<file path="src/rtl/kianv_arb_pkg.sv">
// Shared types and helpers for the kianv memory-port arbiter.
// State encodings are fixed because grant/state values are visible on debug taps.
package kianv_arb_pkg;

    typedef enum logic [1:0] {
        IDLE   = 2'd0,
        BUSY   = 2'd1,
        LOCKED = 2'd2
    } arb_state_e;

    function automatic int unsigned clog2(input int unsigned v);
        int unsigned r;
        r = 0;
        for (int unsigned i = 0; i < 32; i++) begin
            if ((64'(1) << i) < 64'(v)) begin
                r = i + 1;
            end
        end
        return r;
    endfunction

endpackage

</file>
<file path="src/rtl/kianv_rr_pick.sv">
// Combinational round-robin picker: first requester after 'last', wrapping modulo N.
// Rotates the request vector so the priority encoder always scans from bit 0.
module kianv_rr_pick
    import kianv_arb_pkg::*;
#(
    parameter int unsigned N = 2,
    localparam int unsigned IW = clog2(N)
) (
    input  logic [N-1:0]  req,
    input  logic [IW-1:0] last,
    output logic          any,
    output logic [IW-1:0] idx
);

    logic [2*N-1:0] dbl;
    logic [N-1:0]   rot;
    int unsigned    base;
    logic           found;

    always_comb begin
        dbl   = {req, req};
        base  = (32'(last) + 1) % N;
        rot   = dbl[base +: N];
        any   = |req;
        idx   = '0;
        found = 1'b0;
        for (int unsigned i = 0; i < N; i++) begin
            if (rot[i] && !found) begin
                found = 1'b1;
                idx   = IW'((base + i) % N);
            end
        end
    end

endmodule

</file>
<file path="src/rtl/kianv_mem_arbiter.sv">
// Round-robin arbiter sharing one physical memory port among NUM_MASTERS requesters.
// A per-master lock holds the grant across back-to-back accesses (AMO pairs, PTW walks).
module kianv_mem_arbiter
    import kianv_arb_pkg::*;
#(
    parameter int unsigned NUM_MASTERS = 2,
    parameter int unsigned ADDR_WIDTH  = 34,
    parameter int unsigned DATA_WIDTH  = 32,
    localparam int unsigned GW = clog2(NUM_MASTERS),
    localparam int unsigned SW = DATA_WIDTH / 8
) (
    input  logic                              clk,
    input  logic                              resetn,
    input  logic [NUM_MASTERS-1:0]            s_valid,
    input  logic [NUM_MASTERS-1:0]            s_lock,
    input  logic [NUM_MASTERS*SW-1:0]         s_wstrb,
    input  logic [NUM_MASTERS*ADDR_WIDTH-1:0] s_addr,
    input  logic [NUM_MASTERS*DATA_WIDTH-1:0] s_wdata,
    output logic [NUM_MASTERS-1:0]            s_ready,
    output logic [DATA_WIDTH-1:0]             s_rdata,
    output logic [NUM_MASTERS-1:0]            s_access_fault,
    output logic                              mem_valid,
    input  logic                              mem_ready,
    output logic [SW-1:0]                     mem_wstrb,
    output logic [ADDR_WIDTH-1:0]             mem_addr,
    output logic [DATA_WIDTH-1:0]             mem_wdata,
    input  logic [DATA_WIDTH-1:0]             mem_rdata,
    input  logic                              access_fault,
    output logic [GW-1:0]                     grant
);

    arb_state_e    state, state_nxt;
    logic [GW-1:0] grant_nxt;
    logic [GW-1:0] last, last_nxt;
    logic          pick_any;
    logic [GW-1:0] pick_idx;

    kianv_rr_pick #(.N(NUM_MASTERS)) u_pick (
        .req  (s_valid),
        .last (last),
        .any  (pick_any),
        .idx  (pick_idx)
    );

    // last resets to N-1 so master 0 has top priority out of reset
    always_ff @(posedge clk) begin
        if (!resetn) begin
            state <= IDLE;
            grant <= '0;
            last  <= GW'(NUM_MASTERS - 1);
        end else begin
            state <= state_nxt;
            grant <= grant_nxt;
            last  <= last_nxt;
        end
    end

    always_comb begin
        state_nxt      = state;
        grant_nxt      = grant;
        last_nxt       = last;
        mem_valid      = 1'b0;
        s_ready        = '0;
        s_access_fault = '0;
        case (state)
            IDLE: begin
                if (pick_any) begin
                    grant_nxt = pick_idx;
                    state_nxt = BUSY;
                end
            end
            BUSY: begin
                mem_valid             = 1'b1;
                s_ready[grant]        = mem_ready;
                s_access_fault[grant] = access_fault & mem_ready;
                if (mem_ready) begin
                    last_nxt  = grant;
                    state_nxt = s_lock[grant] ? LOCKED : IDLE;
                end
            end
            LOCKED: begin
                // a pending access wins over a dropped lock; lock is re-sampled at its completion
                if (s_valid[grant]) begin
                    state_nxt = BUSY;
                end else if (!s_lock[grant]) begin
                    state_nxt = IDLE;
                end
            end
            default: state_nxt = IDLE;
        endcase
    end

    always_comb begin
        mem_addr  = s_addr[32'(grant) * ADDR_WIDTH +: ADDR_WIDTH];
        mem_wdata = s_wdata[32'(grant) * DATA_WIDTH +: DATA_WIDTH];
        mem_wstrb = s_wstrb[32'(grant) * SW +: SW];
        s_rdata   = mem_rdata;
    end

endmodule

</file>
<file path="config.mk">
export PLATFORM = sky130hd
export DESIGN_NAME = kianv_mem_arbiter
export DESIGN_NICKNAME = d
export VERILOG_FILES = /design/src/rtl/kianv_arb_pkg.sv /design/src/rtl/kianv_rr_pick.sv /design/src/rtl/kianv_mem_arbiter.sv
export SDC_FILE = /design/constraint.sdc
export NUM_CORES = 1
export LEC_CHECK = 0
export ABC_AREA = 1
export BUFFER_PORTS_ARGS = -buffer_cell sky130_fd_sc_hd__buf_2
export CORE_AREA = 2 2 112 114
export DETAILED_ROUTE_END_ITERATION = 8
export DIE_AREA = 0 0 114 116
export PLACE_DENSITY = 0.56
export SLEW_MARGIN = 40
export SYNTH_ARGS = -nofsm -noshare
export SYNTH_HDL_FRONTEND = slang
export SYNTH_SLANG_ARGS = --single-unit
</file>
<file path="constraint.sdc">
create_clock -name clk -period 1.2 [get_ports clk]
set_clock_uncertainty 0.2 [all_clocks]
set_input_delay 0.18 -clock clk [delete_from_list [all_inputs] [get_ports clk]]
set_output_delay 0.18 -clock clk [all_outputs]
set_load 0.01 [all_outputs]
</file>
==> metrics.md <==
| Metric | Value |
|---|---|
| Status | `finished with violations` |
| Failing checks | `setup timing` |
| Slew Viols, Final | `0` |
| Ys Warns | `0` |
| Finished Layout Cells | `651` |
| Clock sink count | `4` |
| CTS tree | `yes` |
| Max IR drop VDD | `0.514 mV` |
| Cells after DPL | `638` |
| Arrival @ worst endpoint | `1.17 ns` |
| Commonest non-fill, non-tap cell in the layout | `buf_2` |
| Starting density of the core | `11.8%` |
| Power Density | `736 nW/um^2` |
| Die area | `13200 um^2` |
| Synth unique cells | `17` |
| Layout Nets | `686` |
| Tmin final | `1.55 ns` |
| Sequential share of the synthesized area | `5.69%` |
| Ant diodes | `0` |
| Setup crit end kind | `output port` |
| Global route overflow | `0` |
| DR WL/cell | `11.5 um` |
| Standby leakage power | `1.97 nW` |
| Final Hold Vio Count | `0` |
| Synth Instances | `306` |
| Vias | `2483` |
| Layout cells sized above 1 | `70.0%` |
| Reg-to-reg startpoint | `grant$_SDFFE_PN0P_` |
| Crit path max fanout | `8` |
| Gr usage total | `9.30%` |
| Unrepaired setup endpoints after global routing | `true` |
| Synthesized Nets | `486` |
| Seq pwr share | `7.3%` |
| Dpl cell area | `2670 um^2` |
| DP HPWL | `5440 um` |
| Synth Area per Inst | `4.60 um^2` |
| DRT Wirelength | `7470 um` |
| Fillers | `1338` |
| Sw Pwr | `0.941 mW` |
| Crit path launch | `grant$_SDFFE_PN0P_` |
| H-tree depth | `1` |
| 1st-iter DRT viols | `39` |
| Skew-Pair Late Insertion Delay | `0.22 ns` |
| Critical path endpoint | `s_access_fault[0]` |
| Worst Setup Start Kind | `register` |
| Worst Tran Pin Value | `0.194 ns` |
| CTS root buf | `clkbuf_16` |
| Vias/cell | `3.81` |
| Routed Antenna Nets | `0` |
| Number of synthesized register bits | `4` |
| Layout area overhead | `126%` |
| IO buf count | `223` |
| Chip Height | `116 um` |
| Worst Path Class, Setup | `reg -> out` |
| Io pins | `288` |
| Die width | `114 um` |
| Cell Area, Synth | `1410 um^2` |
| Util after Layout | `26.7%` |
| Design Area, Final | `3180 um^2` |
| Total core area | `11900 um^2` |
| Comb pwr share | `70.5%` |
| Initial antenna violation count | `0` |
| Initial DRT Pass Iterations | `4` |
| Pint | `1.40 mW` |
| Residual DRC count | `0` |
| Sw Share | `40.2%` |
| Rows | `40` |
| Period utilization | `129%` |
| FF-to-FF setup slack | `-0.32 ns` |
| Final setup fails | `79` |
| Vias in the first global route | `2207` |
| Final WS setup | `-0.345 ns` |
| Placer Congestion | `0.745` |
| Num CTS Buffers | `3` |
| R2r worst-path depth | `10` |
| Most frequent cells in the layout | `buf_2, nand2_1, nand2_2` |
| Max-Cap Viols | `0` |
| Max Clk Rate | `647 MHz` |
| WP data required | `0.82 ns` |
| Max Root-Sink Buffers | `2` |
| Largest net degree at the start of global routing | `41` |
| Clock transition at path regs | `0.03 ns` |
| RR Endpoint | `state[1]$_SDFFE_PN0P_` |
| Clock power frac | `22.2%` |
| Global-route wire length before repair | `9960 um` |
| HP Class | `in -> reg` |
| Rel. slew slack | `87.1%` |
## worst max-delay path, stage by stage, from the launching register on
cell and delay, ns:
dfxtp_4 0.38, buf_6 0.14, clkbuf_16 0.17, nor3_2 0.10
buf_2 0.15
## state kept, by name, indices dropped and copies added, names as in the netlist
signal,flops
grant,1
state,2
last,1
## worst min-delay path by stage
stage	end	startpoint	slack, ns	depth (start not counted)
2_1_floorplan	last$_SDFFE_PN1P_	resetn	0.06	1
3_3_place_gp	s_rdata[0]	mem_rdata[0]	0.16	0
3_5_place_dp	s_rdata[0]	mem_rdata[0]	0.16	0
4_1_cts	grant$_SDFFE_PN0P_	s_valid[1]	0.06	3
5_1_grt	grant$_SDFFE_PN0P_	s_valid[0]	0.11	4
6_report	grant$_SDFFE_PN0P_	s_valid[1]	0.09	3
## power groups by stage
stage	Clock, mW	Combinational, mW	Sequential, mW
floorplan	0	0.847	0.164
global placement	0	1.35	0.167
detailed placement	0	1.35	0.168
CTS	0.532	1.49	0.169
global route	0.536	1.82	0.173
finish	0.519	1.65	0.171
## cells in the mapped netlist, drive strengths merged
cell | instances | area, um^2
a21oi | 2 | 10.0
buf | 48 | 348
dfxtp | 4 | 80.1
inv | 11 | 43.8
nand2 | 224 | 846
nand3 | 5 | 25.0
nor2 | 8 | 32.5
nor3 | 1 | 5.00
o21ai | 2 | 10.0
o21bai | 1 | 7.51
## through the flow
| step | total power [mW] | hold WS (ns) | worst slack [ns] | TNS (ns) |
|---|---|---|---|---|
| after floorplan | 1.01 | 0.0641 | -0.0361 | -2.05 |
| after global placement | 1.51 | 0.160 | -0.158 | -6.74 |
| after detailed placement | 1.51 | 0.160 | -0.165 | -7.19 |
| after CTS | 2.19 | 0.0639 | -0.368 | -25.95 |
| after global routing | 2.53 | 0.112 | -0.418 | -29.25 |
| final | 2.34 | 0.0907 | -0.345 | -24.73 |
## what timing repair did
item	CTS	global route
gates cloned	2	2
pin swaps	3	14
hold buffers	1	0
buffers inserted	4	1
resized for setup	21	51
endpoints found under the hold margin	2	0
setup endpoints to repair	80	80
## layout make-up
cell class	instances	area, um^2	share of cell area, %
clock buffers	3	75.1	2.36
flip-flops and latches	4	86.3	2.71
multi-input cells	243	1270	39.8
inverters	11	51.3	1.61
repair buffers	243	1520	47.8
well taps	147	184	5.78
## layer usage
layer | share of wire, % | GRT usage [%]
met2 | 52 | 18.2
met1 | 37 | 9.51
met4 | 1.9 | 3.09
met3 | 9.5 | 2.56
met5 | 0 | 0
## kinds of logic after synthesis
logic type / Yosys count / synth area share, %
AND/OR/NAND/NOR: 238 / 64.5
buffers and inverters: 59 / 27.8
AO/OA/AOI/OAI: 5 / 1.96
flip-flops: 4 / 5.69
Power figures use the tool's default switching activity.
